## config.mk

```make
export PLATFORM = sky130hd
export DESIGN_NAME = multiplier_flat
export DESIGN_NICKNAME = d
export VERILOG_FILES = /design/src/rtl/multiplier_if.sv /design/src/rtl/multiplier.sv /design/src/flat_wrapper.sv
export SDC_FILE = /design/constraint.sdc
export NUM_CORES = 1
export LEC_CHECK = 0
export ABC_AREA = 1
export CAP_MARGIN = 0
export CORE_ASPECT_RATIO = 1.75
export CORE_MARGIN = 8
export CORE_UTILIZATION = 60
export CTS_CLUSTER_DIAMETER = 80
export DETAILED_ROUTE_END_ITERATION = 10
export GPL_ROUTABILITY_DRIVEN = 0
export GPL_TIMING_DRIVEN = 0
export PLACE_DENSITY_LB_ADDON = 0.25
export SLEW_MARGIN = 30
export SYNTH_ARGS = -nofsm -noshare
export SYNTH_HDL_FRONTEND = slang
export SYNTH_SLANG_ARGS = --single-unit
export TNS_END_PERCENT = 50
```

## constraint.sdc

```tcl
create_clock -name clk -period 10 [get_ports clk]
set_clock_uncertainty 0.1 [all_clocks]
set_input_delay 1.5 -clock clk [delete_from_list [all_inputs] [get_ports clk]]
set_output_delay 1.5 -clock clk [all_outputs]
set_load 0.03 [all_outputs]
```

## src/rtl/multiplier_if.sv

```systemverilog
// rtl/multiplier_if.sv - operand/start/result bundle for the radix-4 multiplier
interface multiplier_if;
    logic [31:0] A;
    logic [31:0] B;
    logic        start;
    logic        sign;
    logic [63:0] result;
    logic        busy;

    modport master (
        output A, B, start, sign,
        input  result, busy
    );

    modport slave (
        input  A, B, start, sign,
        output result, busy
    );
endinterface

```

## src/rtl/multiplier.sv

```systemverilog
// rtl/multiplier.sv - radix-4 sequential multiplier, signed/unsigned, early exit
module multiplier (
    input  logic        clk,
    input  logic        reset,
    multiplier_if.slave bus
);
    logic [63:0] acc;
    logic [63:0] mc1;
    logic [63:0] mc2;
    logic [63:0] mc3;
    logic [31:0] rem;
    logic        neg;

    logic [31:0] mag_a;
    logic [31:0] mag_b;
    logic [63:0] addend;

    // Negating 0x80000000 in 32 bits gives 0x80000000 again, which is the correct unsigned 2^31.
    always_comb begin
        mag_a = (bus.sign && bus.A[31]) ? (~bus.A + 32'd1) : bus.A;
        mag_b = (bus.sign && bus.B[31]) ? (~bus.B + 32'd1) : bus.B;
        case (rem[1:0])
            2'd0:    addend = 64'd0;
            2'd1:    addend = mc1;
            2'd2:    addend = mc2;
            default: addend = mc3;
        endcase
    end

    always_ff @(posedge clk or posedge reset) begin
        if (reset) begin
            acc <= 64'd0;
            mc1 <= 64'd0;
            mc2 <= 64'd0;
            mc3 <= 64'd0;
            rem <= 32'd0;
            neg <= 1'b0;
        end else if (bus.start) begin
            acc <= 64'd0;
            mc1 <= {32'd0, mag_a};
            mc2 <= {31'd0, mag_a, 1'b0};
            mc3 <= {32'd0, mag_a} + {31'd0, mag_a, 1'b0};
            rem <= mag_b;
            neg <= bus.sign & (bus.A[31] ^ bus.B[31]);
        end else if (rem != 32'd0) begin
            acc <= acc + addend;
            mc1 <= mc1 << 2;
            mc2 <= mc2 << 2;
            mc3 <= mc3 << 2;
            rem <= rem >> 2;
        end
    end

    // Iteration stops once the remaining multiplier drains, so busy is just its nonzero flag.
    assign bus.busy   = (rem != 32'd0);
    assign bus.result = neg ? (~acc + 64'd1) : acc;
endmodule

```

## src/flat_wrapper.sv

```systemverilog
// flat-port wrapper written by rule: the top's interface ports become plain ports
module multiplier_flat 
  (clk, reset, bus_A, bus_B, bus_start, bus_sign, bus_result, bus_busy);
  multiplier_if bus_i ();
  input  logic clk;
  input  logic reset;
  input wire logic [$bits(bus_i.A)-1:0] bus_A;
  input wire logic [$bits(bus_i.B)-1:0] bus_B;
  input wire logic [$bits(bus_i.start)-1:0] bus_start;
  input wire logic [$bits(bus_i.sign)-1:0] bus_sign;
  output wire logic [$bits(bus_i.result)-1:0] bus_result;
  output wire logic [$bits(bus_i.busy)-1:0] bus_busy;
  assign bus_i.A = bus_A;
  assign bus_i.B = bus_B;
  assign bus_i.start = bus_start;
  assign bus_i.sign = bus_sign;
  assign bus_result = bus_i.result;
  assign bus_busy = bus_i.busy;
  multiplier u_core (.clk(clk), .reset(reset), .bus(bus_i));
endmodule
```

==> flow_summary.json <==
{
  "status": "finished, final reports clean",
  "finalSetupViolCount": 0,
  "hold_start": "u_core.rem[25]",
  "max_slew_margin_pct": 30.5,
  "rsz0062_at_grt": "false",
  "wl_met1_microns": 23000,
  "cp.arrival_ns": 4.48,
  "synth_edf_count": 0,
  "die_y_microns": 252,
  "cts_resized": 0,
  "netlist_instances": 2816,
  "crit_path_start_kind": "flip-flop",
  "ctsHoldBuffers": 0,
  "cts_tree": "built",
  "grt_pass1_vias": 21732,
  "power_frac_comb_pct": 50.9,
  "overflow": 0,
  "wire_per_inst_microns": 21.4,
  "clockBufferDepth": 3,
  "async_flop_share_pct": 100,
  "ys_ff_latch": 224,
  "seqPwrFrac_pct": 27.5,
  "path_class": "reg2out",
  "clock_sinks": 224,
  "ir_drop_mv": 0.221,
  "fin_crit_ns": 6.08,
  "yosys_most_used_dff": "dfrtp_1",
  "nNetsFinal": 3141,
  "die_area_sq_mm": 0.0381,
  "numCtsBuffers": 22,
  "final_core_util_pct": 69.6,
  "wl_microns": 72300,
  "required_ns": 8.40,
  "synth_fp_nets": 2983,
  "clk_pin_slew_worst_paths_ns": 0.07,
  "cp-end-kind": "primary output",
  "p_leak_nw": 10.1,
  "clk_latency_ns": 0.55,
  "track_usage_pct": 37.7,
  "power.total_mw": 4.47,
  "p_sw_share_pct": 46.2,
  "grt_max_degree": 94,
  "stdcell_count": 3386,
  "cp-startpoint": "u_core.acc[1]",
  "synth_warnings": 0,
  "io_pins": 133,
  "num_vias": 21518,
  "drive_above_1_share_pct": 5.42,
  "wl_met2_microns": 35100,
  "highest_layer": "met4",
  "areaGrowthSynthToFinish_pct": 14.2,
  "drt_iter0_drc": 1852,
  "synth_seq_area_share_pct": 29.3,
  "portBuffers": 131,
  "final_hold_viol_count": 0,
  "r2r_start": "u_core.rem[0]",
  "avgViaCountPerCell": 6.35,
  "grt_pass1_wl_microns": 112000,
  "period_share_pct": 60.8,
  "holdCritPathClass": "reg2reg",
  "maxCapViolCount": 0,
  "die-width_microns": 151,
  "syn_area_sq_mm": 0.0191,
  "rows": 86,
  "firstDrtPassIters": 7,
  "fillers": 2668,
  "max_freq_mhz": 165,
  "crit_chain": "inv_2 > nand3_2 > nor3_2 > nand4_2 > nand3b_1 > nor4_2 > nand3_1 > o21ai_1 > xor2_1 > clkdlybuf4s50_1",
  "final_common_cell": "nand2_1",
  "initial_core_util_pct": 60.9,
  "crit_slowest_cell": "clkdlybuf4s50_1",
  "drc": 0,
  "slowest_delay_ns": 0.72,
  "maxSlewViolCount": 0,
  "ant_nets": 0,
  "antenna_found_initial": 2,
  "dpl.hpwl_microns": 55400,
  "most-common-layout-cells": "nand2_1 (516), inv_1 (424), nor2_1 (280)",
  "syn_avg_cell_area_sq_um": 6.80,
  "coreArea_sq_mm": 0.0314,
  "clkPwrFrac_pct": 21.6,
  "power.density_mw_per_mm2": 204,
  "switchingPower_mw": 2.06,
  "place_inst": 3346,
  "cp_max_fo": 4,
  "met3_length_microns": 6970,
  "cts.htree.levels": 1,
  "synth_cell_types": 62,
  "cts_setup_buffers": 0,
  "worst_slew_pin_slew_ns": 1.03,
  "cts_root_buffer": "clkbuf_16",
  "power.internal_mw": 2.40
}
-- per-stage QoR --
step | setup TNS, ns | hold WS, ns | instance area (sq um) | setup WS (ns)
after floorplan | 0 | 0.350 | 19100 | 2.27
after global placement | -94.05 | 0.361 | 21000 | -0.452
after detailed placement | 0 | 0.376 | 21000 | 4.30
after CTS | 0 | 0.392 | 21900 | 4.22
after global routing | 0 | 0.409 | 21900 | 3.81
final | 0 | 0.392 | 21900 | 3.92
-- power by group through the flow --
stage / registers (mW) / clock network (mW) / logic [mW]
2_1_floorplan: 1.17 / 0 / 1.52
3_3_place_gp: 1.22 / 0 / 2.16
3_5_place_dp: 1.23 / 0 / 2.21
4_1_cts: 1.21 / 0.954 / 2.23
5_1_grt: 1.24 / 0.990 / 2.48
6_report: 1.23 / 0.964 / 2.27
-- metal layers --
layer  vias to the layer above  global-route usage [%]
li1                       9830                       -
met1                      9816                    35.9
met2                      1364                    64.5
met3                       508                    11.4
met4                         0                    32.8
met5                         -                       0
-- final cells by class --
class / instances / area, sq um / share of cell area, %
multi-input combinational: 2055 / 11500 / 52.5
sequential: 224 / 5610 / 25.6
inverter: 441 / 1660 / 7.60
timing repair buffer: 134 / 1390 / 6.37
clock buffer: 29 / 627 / 2.87
tap: 396 / 495 / 2.27
buffer: 96 / 397 / 1.81
clock inverter: 10 / 193 / 0.881
antenna: 1 / 2.50 / 0.0114
-- cell usage after synthesis, drive strengths merged (6+ instances only) --
| master | n | area, sq um |
|---|---|---|
| nand2 | 539 | 2120 |
| o221ai | 40 | 350 |
| or2 | 13 | 81.3 |
| nand3 | 113 | 596 |
| xnor2 | 22 | 193 |
| buf | 37 | 175 |
| o31ai | 14 | 110 |
| xor2 | 95 | 851 |
| a21boi | 8 | 60.1 |
| inv | 440 | 1650 |
| nor3 | 47 | 287 |
| dfrtp | 224 | 5610 |
| a221oi | 33 | 289 |
| o211ai | 6 | 45.0 |
| o22ai | 112 | 701 |
| nand3b | 10 | 82.6 |
| o21a | 6 | 45.0 |
| a31oi | 20 | 125 |
| o21ai | 235 | 1190 |
| nand4 | 37 | 244 |
| a21oi | 248 | 1250 |
| o21bai | 9 | 71.3 |
| nor2 | 296 | 1160 |
| clkbuf | 59 | 221 |
| ha | 97 | 1210 |
| nor4 | 36 | 246 |
-- cell families (layout without fill, tap and decap cells) --
group | after synthesis | after routing | share of synthesized area (%)
and+or+nand+nor | 1095 | 1095 | 25.3
buffers and inverters | 537 | 710 | 10.7
xor gates and xnor gates | 117 | 117 | 5.45
other | 0 | 1 | 0
AOI/OAI and AO/OA | 744 | 744 | 22.7
adders and majority gates | 99 | 99 | 6.55
DFF | 224 | 224 | 29.3
-- registers in the layout (all words and copies together), names as in the netlist --
signal      cells
u_core.mc1     63
u_core.rem     32
u_core.neg      1
u_core.acc     64
u_core.mc3     64
-- critical path, delay by kind of cell (launching register included) --
family,cells,cell delay (ns)
simple gates,6,1.75
buf+inv,2,0.82
compound gates,1,0.66
flops,1,0.43
xor+xnor,1,0.27
-- final timing paths --
path | to | slack [ns] | depth (start not counted)
max in group asynchronous | u_core.rem[2] | 7.35 | 5
worst min register to register | u_core.rem[23] | 0.39 | 2
worst max register to register | u_core.acc[37] | 5.17 | 18
worst max-delay path | bus_result[63] | 3.92 | 10
worst min-delay path | u_core.rem[23] | 0.39 | 2
min in group asynchronous | u_core.mc3[1] | 1.13 | 2
No activity file was read; power rests on OpenSTA's default activity.
